File: src/rtl/jk_excitation_gen_pkg.sv
// Shared types and constants for the JK/SR excitation generator.
// The excitation pair is packed as {j, k}.
package jk_excitation_gen_pkg;

  typedef enum logic [1:0] {
    IDLE  = 2'd0,
    DRIVE = 2'd1,
    CHECK = 2'd2
  } state_t;

  localparam logic [1:0] HOLD   = 2'b00;
  localparam logic [1:0] RESET  = 2'b01;
  localparam logic [1:0] SET    = 2'b10;
  localparam logic [1:0] TOGGLE = 2'b11;

  localparam int APPLY_CNT_W = 16;
  localparam int ERR_CNT_W   = 8;

endpackage

File: src/rtl/jk_excitation_gen_ff_excite_bit.sv
// Per-bit excitation encoder: picks the {j,k} pair that moves one JK
// flip-flop from its current value to the requested next value.
module ff_excite_bit
  import jk_excitation_gen_pkg::*;
(
  input  logic cur,
  input  logic nxt,
  input  logic sr_mode,
  input  logic toggle_en,
  output logic j,
  output logic k
);

  logic [1:0] exc;

  // SR mode must never see S=R=1, so toggling is only offered in JK mode.
  always_comb begin
    exc = HOLD;
    if (cur != nxt) begin
      if (!sr_mode && toggle_en) begin
        exc = TOGGLE;
      end else if (nxt) begin
        exc = SET;
      end else begin
        exc = RESET;
      end
    end
  end

  assign j = exc[1];
  assign k = exc[0];

endmodule

File: src/rtl/jk_excitation_gen.sv
// Drives an external JK/SR register bank toward an accepted target word,
// then checks the bank's Q against that target and keeps running counts.
module jk_excitation_gen
  import jk_excitation_gen_pkg::*;
#(
  parameter int WIDTH     = 8,
  parameter bit TOGGLE_EN = 1'b1
) (
  input  logic                   clk,
  input  logic                   rst,
  input  logic                   tgt_valid,
  output logic                   tgt_ready,
  input  logic [WIDTH-1:0]       tgt_data,
  input  logic                   sr_mode,
  input  logic [WIDTH-1:0]       q_fb,
  output logic [WIDTH-1:0]       j_out,
  output logic [WIDTH-1:0]       k_out,
  output logic                   done,
  output logic                   err,
  output logic [APPLY_CNT_W-1:0] apply_cnt,
  output logic [ERR_CNT_W-1:0]   err_cnt
);

  state_t           state;
  state_t           next_state;
  logic [WIDTH-1:0] tgt_q;
  logic [WIDTH-1:0] exc_j;
  logic [WIDTH-1:0] exc_k;
  logic             accept;
  logic             mismatch;

  for (genvar i = 0; i < WIDTH; i++) begin : g_bit
    ff_excite_bit u_bit (
      .cur       (q_fb[i]),
      .nxt       (tgt_data[i]),
      .sr_mode   (sr_mode),
      .toggle_en (TOGGLE_EN),
      .j         (exc_j[i]),
      .k         (exc_k[i])
    );
  end

  assign tgt_ready = (state == IDLE);
  assign accept    = tgt_valid && tgt_ready;
  assign mismatch  = (q_fb != tgt_q);

  always_ff @(posedge clk) begin
    if (rst) begin
      state <= IDLE;
    end else begin
      state <= next_state;
    end
  end

  always_comb begin
    next_state = state;
    case (state)
      IDLE:    if (accept) next_state = DRIVE;
      DRIVE:   next_state = CHECK;
      CHECK:   next_state = IDLE;
      default: next_state = IDLE;
    endcase
  end

  // Excitation is captured at accept so the bank sees it for exactly the DRIVE cycle.
  always_ff @(posedge clk) begin
    if (rst) begin
      j_out     <= '0;
      k_out     <= '0;
      done      <= 1'b0;
      err       <= 1'b0;
      apply_cnt <= '0;
      err_cnt   <= '0;
      tgt_q     <= '0;
    end else begin
      j_out <= '0;
      k_out <= '0;
      done  <= 1'b0;
      case (state)
        IDLE: begin
          if (accept) begin
            tgt_q <= tgt_data;
            j_out <= exc_j;
            k_out <= exc_k;
          end
        end
        CHECK: begin
          done <= 1'b1;
          err  <= mismatch;
          if (apply_cnt != '1) begin
            apply_cnt <= apply_cnt + 1'b1;
          end
          if (mismatch && (err_cnt != '1)) begin
            err_cnt <= err_cnt + 1'b1;
          end
        end
        default: ;
      endcase
    end
  end

endmodule

File: config.mk
export PLATFORM = sky130hd
export DESIGN_NAME = jk_excitation_gen
export DESIGN_NICKNAME = d
export VERILOG_FILES = /design/src/rtl/jk_excitation_gen_pkg.sv /design/src/rtl/jk_excitation_gen_ff_excite_bit.sv /design/src/rtl/jk_excitation_gen.sv
export SDC_FILE = /design/constraint.sdc
export NUM_CORES = 1
export LEC_CHECK = 0
export CAP_MARGIN = 20
export CORE_ASPECT_RATIO = 0.9
export CORE_MARGIN = 1.5
export CORE_UTILIZATION = 51
export CTS_CLUSTER_SIZE = 30
export DETAILED_ROUTE_END_ITERATION = 8
export GPL_TIMING_DRIVEN = 1
export MAX_ROUTING_LAYER = met4
export PLACE_DENSITY = 0.84
export SYNTH_ARGS = -nofsm -noshare
export SYNTH_HDL_FRONTEND = slang
export SYNTH_SLANG_ARGS = --single-unit
File: constraint.sdc
create_clock -name clk -period 3.7 [get_ports clk]
set_input_delay 0.37 -clock clk [delete_from_list [all_inputs] [get_ports clk]]
set_output_delay 0.37 -clock clk [all_outputs]
set_load 0.01 [all_outputs]
# ---- Word-level counts from Yosys, hierarchy flattened
# Cells that the tools add are included.
dict set report totals {
  register_bits 52
  input_bits 20
  out_inout_bits 43
  elab_cells 81
}
dict set report classes {
  addsub 2
  n_eq_ne 14
  mux 19
  n_bitwise 10
  n_reduce_logical 14
}
# op count
set op_table {}
lappend op_table {{2-bit two-way mux} 17}
lappend op_table {{4-bit OR reduction} 8}
lappend op_table {{16-bit by 1-bit adder with 16-bit output, second input constant} 1}
lappend op_table {{16-bit inequality test, second input constant} 1}
lappend op_table {{1-bit NOT} 10}
lappend op_table {{8-bit by 1-bit adder with 8-bit output, second input constant} 1}
lappend op_table {{1-bit inequality test} 8}
lappend op_table {{8-bit inequality test} 1}
lappend op_table {{8-bit inequality test, second input constant} 1}
lappend op_table {{2-bit AND reduction} 3}
lappend op_table {{2-bit case mux with 2 select lines} 1}
lappend op_table {{2-bit by 1-bit == test with 1-bit output, second input constant} 1}
lappend op_table {{2-bit == test, second input constant} 1}
lappend op_table {{1-bit logical AND} 2}
lappend op_table {{2-bit logical NOT} 1}
lappend op_table {{2-bit by 1-bit inequality test with 1-bit output, second input constant} 1}
lappend op_table {{1-bit two-way mux} 1}

# ---- Depth between registers and ports, before layout
dict set report depth {
  ltp_word 4
  depth_mapped 6
  mapped_depth_nobuf 6
}

# ---- Hierarchy
# A second synthesis with hierarchy kept.
dict set report unflattened {
  cells_unflattened 272
  hier_area_um2 2476.1
}
# mod instances cells_per_inst area_per_inst_um2 seq_area_each_um2
set by_module_without_submodules {}
lappend by_module_without_submodules {jk_excitation_gen 1 232 2125.8 1041.0}
lappend by_module_without_submodules {ff_excite_bit 8 5 43.8 0.0}

# ---- Worst setup path before layout
# No wires, ideal clock.
dict set report synth_path {
  kind {register -> register}
  startpoint {register apply_cnt[0]}
  endpoint {register apply_cnt[2]}
  setup_time_ns 0.128
  arrival_time_ns 1.657
  t_required_ns 3.572
  slack_ns 1.915
  stages_incl_launch_ff 7
  path_buffers 0
  period_less_slack_ns 1.785
  path_cell_list {dfxtp_1 ha_1 nand4_1 or4_4 and3_1 xnor2_1 nor2_1}
}
dict set report synth_via {
  elab_chain_len 2
  elab_cells_between_ends 3
  classes_between {add/sub: 1; eq/ne: 1; reduce/logical: 1}
}
# element line_no
set synth_lines {}
lappend synth_lines {{start, declared} jk_excitation_gen.sv:20} ;# output logic [APPLY_CNT_W-1:0] apply_cnt,
lappend synth_lines {{start signal, assigned} jk_excitation_gen.sv:91} ;# apply_cnt <= apply_cnt + 1'b1;
lappend synth_lines {{branches (longest 2 deep; another with 16-bit by 1-bit adder with 16-bit output)} n/a}
# Parallel ways; which one is timed is not known.
# A chain may end at the register's enable or synchronous reset.

# ---- Worst setup path after layout
dict set report layout_path {
  startpoint {register apply_cnt[0]}
  endpoint {register apply_cnt[0]}
}
# Same word-level chain as after synthesis.

==> impl_table.tex <==
\begin{tabular}{lr}
\hline
Metric & Value \\
\hline
\multicolumn{2}{l}{\textbf{Power}} \\
\quad Pleak & roughly 1.1 nW \\
\quad Total chip power & approximately 1.0 mW \\
\quad Worst voltage drop across the vdd grid & between 0.3 and 0.4 mV \\
\quad Total power per unit cell area & around 340 nW/um2 \\
\multicolumn{2}{l}{\textbf{Setup path}} \\
\quad Worst Setup Path Type & reg2reg \\
\quad Critical Path Start Type & flop \\
\quad Start of the worst register-to-register path & apply\_cnt[0] \\
\quad Capturing point of the worst reg2reg path & apply\_cnt[0] \\
\quad Data arrival time of the critical path & 2.21 ns \\
\quad Worst R2R Setup Slack & 1.66 ns \\
\quad Largest fanout on the critical path & 5 \\
\quad R2r worst-path depth & 6 \\
\quad Worst setup EP type & flop \\
\quad CP required & around 3.9 ns \\
\multicolumn{2}{l}{\textbf{GRT}} \\
\quad Global-route wire length before repair & $\sim$7.9 mm \\
\quad Total Routing Usage GR & between 20\% and 30\% \\
\quad GRT overflow & 0 \\
\quad Initial antenna violation count & 0 \\
\quad Largest net degree at the start of global routing & 37 \\
\quad Vias in the first global route & between 1500 and 2000 \\
\multicolumn{2}{l}{\textbf{Logic synthesis}} \\
\quad Count of unique library cells instantiated by Yosys & 38 \\
\quad Post-Synthesis Cells & about 270 \\
\quad Mean area per synthesized cell & approximately 8.5 um2 \\
\quad Netlist area before placement & 2300 um2 \\
\quad Share of async-settable or async-resettable flops after synthesis & 0\% \\
\quad Number of synthesized flops with an enable pin & 0 \\
\quad Sequential fraction of the synthesis area & between 40\% and 50\% \\
\quad Biggest area consumer among synthesized cells & sky130\_fd\_sc\_hd\_\_dfxtp\_1 \\
\quad Dominant register cell in the synthesized netlist & sky130\_fd\_sc\_hd\_\_dfxtp\_1 \\
\quad Area fraction of the dominant cell type after synthesis & 45.3\% \\
\quad Most used standard cell by instance count after synthesis & sky130\_fd\_sc\_hd\_\_nor2\_1 \\
\quad Flip-flop and latch count after synthesis & 52 \\
\quad Number of warnings reported in the yosys synthesis log & 0 \\
\quad Net count of the mapped netlist & 291 \\
\quad Main area contributors after synthesis & sky130\_fd\_sc\_hd\_\_dfxtp\_1 45\%, sky130\_fd\_sc\_hd\_\_nor2\_1 9.0\%, sky130\_fd\_sc\_hd\_\_mux2i\_1 7.4\% \\
\quad Top cell types by occurrence after synthesis & 55 x sky130\_fd\_sc\_hd\_\_nor2\_1, 52 x sky130\_fd\_sc\_hd\_\_dfxtp\_1, 28 x sky130\_fd\_sc\_hd\_\_nand2\_1, 17 x sky130\_fd\_sc\_hd\_\_mux2i\_1, 13 x sky130\_fd\_sc\_hd\_\_xnor2\_1 \\
\multicolumn{2}{l}{\textbf{Route}} \\
\quad First-pass DRT Iterations & 4 \\
\quad Total via count in the routed design & 2036 \\
\quad Residual DRC & 0 \\
\quad Vias/cell & 5.23 \\
\quad Final antenna-violating net count & 0 \\
\quad Routed WL & 5.02 mm \\
\quad DRC marker count from the first detailed-route iteration & 120 \\
\quad Avg WL per Cell & 12.9 um \\
\multicolumn{2}{l}{\textbf{Run}} \\
\quad Count of maximum capacitance violations & 0 \\
\multicolumn{2}{l}{\textbf{Clock tree}} \\
\quad CTS tree & yes \\
\quad Cell at the root of the clock tree & sky130\_fd\_sc\_hd\_\_clkbuf\_8 \\
\quad Count of instances resized after the clock tree is built & 0 \\
\quad Clock slew at the register clock pins of the worst setup and hold paths & about 0.090 ns \\
\quad Number of setup buffers added after CTS & 0 \\
\quad Count of hold-fix buffers inserted at cts & 0 \\
\quad Maximum root-to-sink buffer count & 2 \\
\quad H-tree levels & 2 \\
\quad Clk\_lat worst skew & about 0.29 ns \\
\quad Clock sink count & 52 \\
\quad CTS Buf Count & 5 \\
\multicolumn{2}{l}{\textbf{STA}} \\
\quad Max-slew violation count & 0 \\
\quad Hold violation count in the final report & 0 \\
\quad Fmax & roughly 0.49 GHz \\
\quad Final worst path period share & 55.2\% \\
\quad Final setup violation count & 0 \\
\quad Minimum clock period after layout & around 2.0 ns \\
\quad Setup repair after global routing missed its margin & no \\
\quad Actual transition at the worst max-transition pin & between 0.7 and 0.8 ns \\
\quad Setup TNS Final & 0 ns \\
\quad Final worst clock skew & between 0.008 and 0.009 ns \\
\quad Worst rel slew slack & around 50\% \\
\multicolumn{2}{l}{\textbf{Placed design}} \\
\quad Number of buffers added on ports & 62 \\
\quad DPL Wire Length & 3.61 mm \\
\quad Routability congestion estimate from global placement & roughly 0.81 \\
\multicolumn{2}{l}{\textbf{Floorplan}} \\
\quad Die Height & around 67 um \\
\quad Core footprint & approximately 4200 um2 \\
\quad Row cnt & 22 \\
\quad Initial standard-cell utilization of the core & between 50\% and 60\% \\
\quad Die width & 73.7 um \\
\quad Die footprint & between 4000 and 5000 um2 \\
\quad Top Ports & 63 \\
\multicolumn{2}{l}{\textbf{Finish}} \\
\quad Area growth syn-to-layout & 32.8\% \\
\quad Fraction of final layout cells sized beyond drive strength 1 & roughly 4.3\% \\
\quad Number of antenna cells inserted & 0 \\
\quad Net total in the final layout & around 350 \\
\quad Fill cell count & between 300 and 400 \\
\multicolumn{2}{l}{\textbf{Min path}} \\
\quad Worst hold-check path type & reg2reg \\
\quad Instance count along the most critical hold path & 2 \\
\quad Min-delay src & tgt\_q[6] \\
\quad Hold Path End & tgt\_q[6] \\
\multicolumn{2}{l}{\textbf{Outcome}} \\
\quad Result of the run & complete, no violations \\
\hline
\end{tabular}
how the worst max path moves through the flow:
stage                  from            to  slack, ns  cells after the start
5_1_grt        apply_cnt[0]  apply_cnt[3]       1.55                      6
6_report       apply_cnt[0]  apply_cnt[0]       1.66                      6
4_1_cts        apply_cnt[0]  apply_cnt[0]       1.72                      6
3_5_place_dp        q_fb[7]    err_cnt[0]       1.45                      6
3_3_place_gp        q_fb[6]    err_cnt[0]       1.51                      6
2_1_floorplan  apply_cnt[0]  apply_cnt[2]       1.92                      6
cells by family after synthesis:
kind of cell,synth area share (%)
buf+inv,3.32
xor+xnor,8.01
flops,45.3
simple gates,26.5
compound gates,7.36
mux,8.39
fa+ha+maj,1.09
layer usage:
metal	vias up	share of wire (%)	GRT usage, %
met3	5	3.2	3.78
met5	-	0	-
met2	42	49	35.2
li1	1041	-	-
met1	948	47	26.6
met4	0	0.92	6.25
placed cells by master (no fill, tap or decap), drive strengths merged, types with 7 or more instances in the layout:
master,Yosys,routed
inv,8,8
mux2i,17,17
clkbuf,8,7
xnor2,13,13
nand2,28,28
nor2,55,55
nand4,10,10
dfxtp,52,52
xor2,8,8
clkdlybuf4s50,0,62
nor3,7,7
nand3,10,10
a21oi,12,12
through the flow:
step,setup WS [ns],utilization (%),instance area (um2),hold WS (ns),cells
after floorplan,1.92,-,2300,0.437,269
after global placement,1.51,70.1,2950,0.446,382
after detailed placement,1.45,70.1,2950,0.463,382
after CTS,1.72,72.4,3050,0.475,389
after global routing,1.55,72.4,3050,0.494,389
final,1.66,72.4,3050,0.472,389
state kept, by name, indices dropped and copies added, names as in the netlist:
name / count
err: 1
tgt_q: 8
state: 2
done: 1
k_out: 8
apply_cnt: 16
err_cnt: 8
j_out: 8
worst max-delay path, stage by stage (launching register included):
cell and delay [ns]:
sky130_fd_sc_hd__dfxtp_1 0.41, sky130_fd_sc_hd__ha_1 0.24, sky130_fd_sc_hd__nand4_1 0.20, sky130_fd_sc_hd__nor4_1 0.67, sky130_fd_sc_hd__nor2_1 0.16, sky130_fd_sc_hd__xnor2_1 0.19
sky130_fd_sc_hd__nor2_1 0.05
cell type report:
type                            instances  area, um2  area share, %
Sequential cell                        52       1040           34.1
Timing Repair Buffer                   63        628           20.6
Multi-Input combinational cell        199       1180           38.7
Inverter                                8       30.0          0.985
Tap cell                               60       75.1           2.46
Clock buffer                            7       96.3           3.16
power breakdown:
group	switching (mW)	leakage, nW	internal [mW]	total (mW)
Combinational	0.0580	0.658	0.0598	0.118
Clock	0.170	0.0503	0.167	0.337
Sequential	0.00834	0.422	0.574	0.583
Total	0.236	1.13	0.801	1.04
Power figures use the tool's default switching activity.
